File: src/rtl/tmr_scrub_if.sv
// Replica-side bus of the TMR scrubbing controller.
// Carries replica outputs in, count enable and load strobes out.
interface tmr_scrub_if #(
    parameter int WIDTH = 8
);
    logic [WIDTH-1:0] q_a;
    logic [WIDTH-1:0] q_b;
    logic [WIDTH-1:0] q_c;
    logic             cnt_en;
    logic             load_a;
    logic             load_b;
    logic             load_c;
    logic [WIDTH-1:0] load_val;

    modport master (
        input  q_a, q_b, q_c,
        output cnt_en, load_a, load_b, load_c, load_val
    );

    modport slave (
        output q_a, q_b, q_c,
        input  cnt_en, load_a, load_b, load_c, load_val
    );
endinterface

File: src/rtl/tmr_scrub_ctrl.sv
// Scrubbing controller for a triple-redundant counter.
// Votes the replicas, reloads a single faulty one, retires repeat offenders.
module tmr_scrub_ctrl #(
    parameter int WIDTH    = 8,
    parameter int PERSIST  = 3,
    parameter int ERRCNT_W = 8
) (
    input  logic                clk,
    input  logic                rst,
    input  logic                enable,
    tmr_scrub_if.master         rep,
    output logic [WIDTH-1:0]    q_out,
    output logic                err,
    output logic [ERRCNT_W-1:0] err_cnt,
    output logic [2:0]          fail_mask,
    output logic                uncorrectable
);

    localparam int FCW = $clog2(PERSIST + 1);

    typedef enum logic [1:0] {
        RUN,
        RESYNC,
        HALT
    } state_e;

    state_e                 state_q, state_d;
    logic [WIDTH-1:0]       q_out_q, q_out_d;
    logic [WIDTH-1:0]       load_val_q, load_val_d;
    logic [1:0]             idx_q, idx_d;
    logic                   err_q, err_d;
    logic [ERRCNT_W-1:0]    err_cnt_q, err_cnt_d;
    logic [2:0][FCW-1:0]    fcnt_q, fcnt_d;
    logic [2:0]             fail_mask_q, fail_mask_d;
    logic                   unc_q, unc_d;

    logic [WIDTH-1:0]       maj;
    logic [WIDTH-1:0]       vote;
    logic [2:0]             mis;
    logic                   nomaj;
    logic                   single;
    logic [1:0]             mis_idx;
    logic                   cnt_en_c;
    logic [2:0]             load_c;

    assign maj = (rep.q_a & rep.q_b) | (rep.q_a & rep.q_c) | (rep.q_b & rep.q_c);

    // A retired replica takes no part in the vote and is never reloaded.
    always_comb begin
        vote  = maj;
        mis   = 3'b000;
        nomaj = 1'b0;
        case (fail_mask_q)
            3'b000: begin
                vote  = maj;
                mis   = {rep.q_c != maj, rep.q_b != maj, rep.q_a != maj};
                nomaj = (rep.q_a != rep.q_b) && (rep.q_a != rep.q_c) &&
                        (rep.q_b != rep.q_c);
            end
            3'b001: begin
                vote  = rep.q_b;
                nomaj = rep.q_b != rep.q_c;
            end
            3'b010: begin
                vote  = rep.q_a;
                nomaj = rep.q_a != rep.q_c;
            end
            3'b100: begin
                vote  = rep.q_a;
                nomaj = rep.q_a != rep.q_b;
            end
            default: begin
                vote  = rep.q_a;
                nomaj = 1'b0;
            end
        endcase
    end

    assign single  = !nomaj && (mis != 3'b000);
    assign mis_idx = mis[0] ? 2'd0 : (mis[1] ? 2'd1 : 2'd2);

    always_comb begin
        state_d     = state_q;
        q_out_d     = q_out_q;
        load_val_d  = load_val_q;
        idx_d       = idx_q;
        err_d       = 1'b0;
        err_cnt_d   = err_cnt_q;
        fcnt_d      = fcnt_q;
        fail_mask_d = fail_mask_q;
        unc_d       = unc_q;
        cnt_en_c    = 1'b0;
        load_c      = 3'b000;
        case (state_q)
            RUN: begin
                if (nomaj) begin
                    state_d = HALT;
                    unc_d   = 1'b1;
                end else if (single) begin
                    state_d    = RESYNC;
                    q_out_d    = vote;
                    load_val_d = vote;
                    idx_d      = mis_idx;
                    err_d      = 1'b1;
                    if (err_cnt_q != {ERRCNT_W{1'b1}})
                        err_cnt_d = err_cnt_q + 1'b1;
                    if (fcnt_q[mis_idx] != FCW'(PERSIST))
                        fcnt_d[mis_idx] = fcnt_q[mis_idx] + 1'b1;
                end else begin
                    cnt_en_c = enable;
                    q_out_d  = vote;
                end
            end
            RESYNC: begin
                state_d        = RUN;
                load_c[idx_q]  = 1'b1;
                if (fcnt_q[idx_q] == FCW'(PERSIST))
                    fail_mask_d[idx_q] = 1'b1;
            end
            HALT: begin
                state_d = HALT;
            end
            default: begin
                state_d = RUN;
            end
        endcase
    end

    always_ff @(posedge clk) begin
        if (rst) begin
            state_q     <= RUN;
            q_out_q     <= '0;
            load_val_q  <= '0;
            idx_q       <= 2'd0;
            err_q       <= 1'b0;
            err_cnt_q   <= '0;
            fcnt_q      <= '0;
            fail_mask_q <= 3'b000;
            unc_q       <= 1'b0;
        end else begin
            state_q     <= state_d;
            q_out_q     <= q_out_d;
            load_val_q  <= load_val_d;
            idx_q       <= idx_d;
            err_q       <= err_d;
            err_cnt_q   <= err_cnt_d;
            fcnt_q      <= fcnt_d;
            fail_mask_q <= fail_mask_d;
            unc_q       <= unc_d;
        end
    end

    // Reset overrides the stall/load logic so no strobe escapes during rst.
    assign rep.cnt_en   = cnt_en_c & ~rst;
    assign rep.load_a   = load_c[0] & ~rst;
    assign rep.load_b   = load_c[1] & ~rst;
    assign rep.load_c   = load_c[2] & ~rst;
    assign rep.load_val = load_val_q;

    assign q_out         = q_out_q;
    assign err           = err_q;
    assign err_cnt       = err_cnt_q;
    assign fail_mask     = fail_mask_q;
    assign uncorrectable = unc_q;

endmodule

File: src/flat_wrapper.sv
// flat-port wrapper written by rule: the top's interface ports become plain ports
module tmr_scrub_ctrl_flat 
#(
    parameter int WIDTH    = 8,
    parameter int PERSIST  = 3,
    parameter int ERRCNT_W = 8
)
  (clk, rst, enable, q_out, err, err_cnt, fail_mask, uncorrectable, rep_q_a, rep_q_b, rep_q_c, rep_cnt_en, rep_load_a, rep_load_b, rep_load_c, rep_load_val);
  tmr_scrub_if #(.WIDTH(WIDTH)) rep_i ();
  input  logic clk;
  input  logic rst;
  input  logic enable;
  output logic [WIDTH-1:0] q_out;
  output logic err;
  output logic [ERRCNT_W-1:0] err_cnt;
  output logic [2:0] fail_mask;
  output logic uncorrectable;
  input wire logic [$bits(rep_i.q_a)-1:0] rep_q_a;
  input wire logic [$bits(rep_i.q_b)-1:0] rep_q_b;
  input wire logic [$bits(rep_i.q_c)-1:0] rep_q_c;
  output wire logic [$bits(rep_i.cnt_en)-1:0] rep_cnt_en;
  output wire logic [$bits(rep_i.load_a)-1:0] rep_load_a;
  output wire logic [$bits(rep_i.load_b)-1:0] rep_load_b;
  output wire logic [$bits(rep_i.load_c)-1:0] rep_load_c;
  output wire logic [$bits(rep_i.load_val)-1:0] rep_load_val;
  assign rep_i.q_a = rep_q_a;
  assign rep_i.q_b = rep_q_b;
  assign rep_i.q_c = rep_q_c;
  assign rep_cnt_en = rep_i.cnt_en;
  assign rep_load_a = rep_i.load_a;
  assign rep_load_b = rep_i.load_b;
  assign rep_load_c = rep_i.load_c;
  assign rep_load_val = rep_i.load_val;
  tmr_scrub_ctrl #(.WIDTH(WIDTH), .PERSIST(PERSIST), .ERRCNT_W(ERRCNT_W)) u_core (.clk(clk), .rst(rst), .enable(enable), .rep(rep_i), .q_out(q_out), .err(err), .err_cnt(err_cnt), .fail_mask(fail_mask), .uncorrectable(uncorrectable));
endmodule
File: config.mk
export PLATFORM = sky130hd
export DESIGN_NAME = tmr_scrub_ctrl_flat
export DESIGN_NICKNAME = d
export VERILOG_FILES = /design/src/rtl/tmr_scrub_if.sv /design/src/rtl/tmr_scrub_ctrl.sv /design/src/flat_wrapper.sv
export SDC_FILE = /design/constraint.sdc
export NUM_CORES = 1
export LEC_CHECK = 0
export ABC_AREA = 1
export ABC_CLOCK_PERIOD_IN_PS = 2250
export CAP_MARGIN = 20
export CORE_UTILIZATION = 37
export DETAILED_ROUTE_END_ITERATION = 16
export GPL_ROUTABILITY_DRIVEN = 1
export SETUP_SLACK_MARGIN = 0.02
export SLEW_MARGIN = 40
export SYNTH_ARGS = -nofsm -noshare
export SYNTH_HDL_FRONTEND = slang
export SYNTH_SLANG_ARGS = --single-unit
export TNS_END_PERCENT = 100
File: constraint.sdc
create_clock -name clk -period 2.25 [get_ports clk]
set_clock_uncertainty 0.1 [all_clocks]
set_input_delay 0.45 -clock clk [delete_from_list [all_inputs] [get_ports clk]]
set_output_delay 0.45 -clock clk [all_outputs]
set_load 0.005 [all_outputs]
==> results.ini <==
[timing]
finalHoldViolCount=0
relSlewSlack_pct=70.7
slew_violations=0
post-route-period-util_pct=108
layout_setup_ws_ns=-0.177
worst_slew_pin_slew_ns=0.440
period_needed_ns=2.43
clock.fmax_mhz=412
rsz0062_at_grt=true
setup_viol=7

[yosys]
syn_area_mm2=0.00290
netlist_instances=449
yosysWarnings=0
synth.distinct_cells=31
mappedNetlistNets=502
yosysSeqAreaShare_pct=26.9
syn_area_per_cell_um2=6.46
synth_edf_count=0
ys_async_sr_fraction_pct=0
synth_ff_type=dfxtp_1
ys_seq_elements=39

[power]
leakagePower_nw=2.18
vdd_drop_max_v=0.000297
power_density_mw_per_mm2=357

[floorplanning]
row_count=31
core-area_mm2=0.00741
die_x_um=90.5
initial_core_util_pct=39.1
ios=60
die-area_mm2=0.00819
dieHeight_um=90.5

[worst_setup_path]
cp_data_arrival_time_ns=2.52
critPathKind=input port to register
cp.required_ns=2.34
crit_path_start_kind=input port
crit_fanout=4
cp-end-kind=register

[layout]
fin_util_pct=63.4
drive_above_1_share_pct=36.1
nets=658
fill_cells=684
layout_common_cells=nand2_1 (94), buf_4 (89), nor2_1 (67)
area_delta_synth_final_pct=61.9
layout_commonest_cell=nand2_1
num_antenna_cells=0

[clocking]
cts_tree=done
ctsHoldBuffers=0
clkLatencyLatePin_ns=0.29
clockBufferDepth=2
root_buffer=clkbuf_8
cts_max_level=2
numCtsBuffers=5
clock-sinks=39
path_clk_slew_ns=0.08

[global_routing]
grt_pass1_vias=3252
grt_use_total_pct=22.1
grt_pass1_wl_mm=14.8
antenna_found_initial=0
grt_max_degree=22
grt-ovfl-total=0

[routing]
via_per_inst=4.90
drt_first_pass_iters=4
num_vias=3455
wl_per_cell_um=12.9
routed_wirelength_mm=9.12
drcViolationCount=0
first_iter_violations=153
antenna_left=0

[run_status]
status=finished with violations
violations=setup timing

[place]
dp_slack_ns=-1.06
gp_routability_congestion=0.873
portBuffers=59
dpl.hpwl_mm=6.92

[flow_run]
max-cap-violations=0

[min_path]
hp-class=register to register

-- Yosys cell counts (all sizes together), types with 2 or more instances --
library cell | count | area share (%)
clkbuf | 4 | 0.52
a21oi | 13 | 2.6
nand4 | 15 | 3.2
nor4 | 2 | 0.43
nand3 | 36 | 7.3
o221ai | 9 | 2.7
o21ai | 26 | 4.6
nor3 | 8 | 1.6
nor2 | 78 | 11
dfxtp | 39 | 27
buf | 4 | 1.1
nand3b | 4 | 1.0
nand2 | 109 | 15
inv | 73 | 9.5
ha | 26 | 11
-- what timing repair did --
item / 4_1_cts / 5_1_grt
resized for setup: 151 / 13
setup buffers: 17 / 2
gates cloned: 0 / 0
pin swaps: 44 / 12
setup endpoints to repair: 38 / 25
-- where the power goes --
| group | internal, mW | switching, mW | total [mW] |
|---|---|---|---|
| Clock | 0.217 | 0.250 | 0.467 |
| Sequential | 0.699 | 0.00504 | 0.704 |
| Combinational | 0.251 | 0.253 | 0.504 |
-- through the flow --
stage               hold WS (ns)  std cells  area [um2]  setup TNS, ns  total power [mW]
finish                     0.361        705        4690          -1.07              1.68
global route               0.408        705        4690          -2.63              1.76
CTS                        0.357        703        4640         -0.674              1.68
detailed placement         0.343        678        4280         -25.04              1.15
global placement           0.340        678        4280         -24.16              1.14
floorplan                  0.347        449        3030         -0.358             0.928
-- cell families after synthesis --
kind of cell | synth area share (%)
AND/OR/NAND/NOR | 40.0
buffers and inverters | 11.1
flip-flops | 26.9
AO/OA/AOI/OAI | 10.7
adder cells (fa/ha/maj) | 11.2
-- routing by layer --
metal  global-route usage (%)  wire length, um  vias to the layer above  share of wire, %
met5                        0                0                        -                 0
met4                     6.85              169                        0               1.9
met3                     3.87              569                       15               6.2
met2                     37.6             4290                       93                47
met1                     28.1             4090                     1573                45
li1                         -                -                     1774                 -
-- state kept, by name, indices dropped and copies added (netlist names) --
name and cells:
u_core.fcnt_q 6, u_core.uncorrectable 1, u_core.q_out 8, u_core.fail_mask 3, u_core.state_q 2, u_core.err 1, u_core.err_cnt 8, u_core.rep.load_val 8
u_core.idx_q 2
-- critical path: stages --
cell and delay (ns):
buf_6 0.10, buf_6 0.11, ha_4 0.15, nor2_4 0.15, nand2_4 0.08, nand2_2 0.05
nand2_1 0.04, inv_1 0.05, nand2_1 0.05, nor2_1 0.10, nand2_1 0.10, buf_6 0.13
o21ai_4 0.19, nand2_2 0.07, nand3_2 0.08, inv_2 0.05, ha_4 0.16, nor2_1 0.13
nand2_1 0.11, nor2_1 0.10, nor2_1 0.05
-- final cells by class --
cell class	instances	area, um2	area share (%)
multi-input combinational	329	2160	46.0
clock inverter	2	12.5	0.267
tap	99	124	2.64
sequential	39	781	16.6
clock buffer	6	72.6	1.55
timing repair buffer	157	1260	26.9
inverter	73	282	6.00
-- final timing paths --
kind / startpoint / to / slack (ns) / cells past startpoint
setup / recovery: rep_q_a[3] / u_core.fcnt_q[0] / -0.18 / 21
hold / removal: u_core.uncorrectable / u_core.uncorrectable / 0.36 / 2
setup reg to reg: u_core.fail_mask[0] / u_core.fcnt_q[0] / 0 / 15
hold reg to reg: u_core.uncorrectable / u_core.uncorrectable / 0.36 / 2
(Power assumes the default switching activity.)
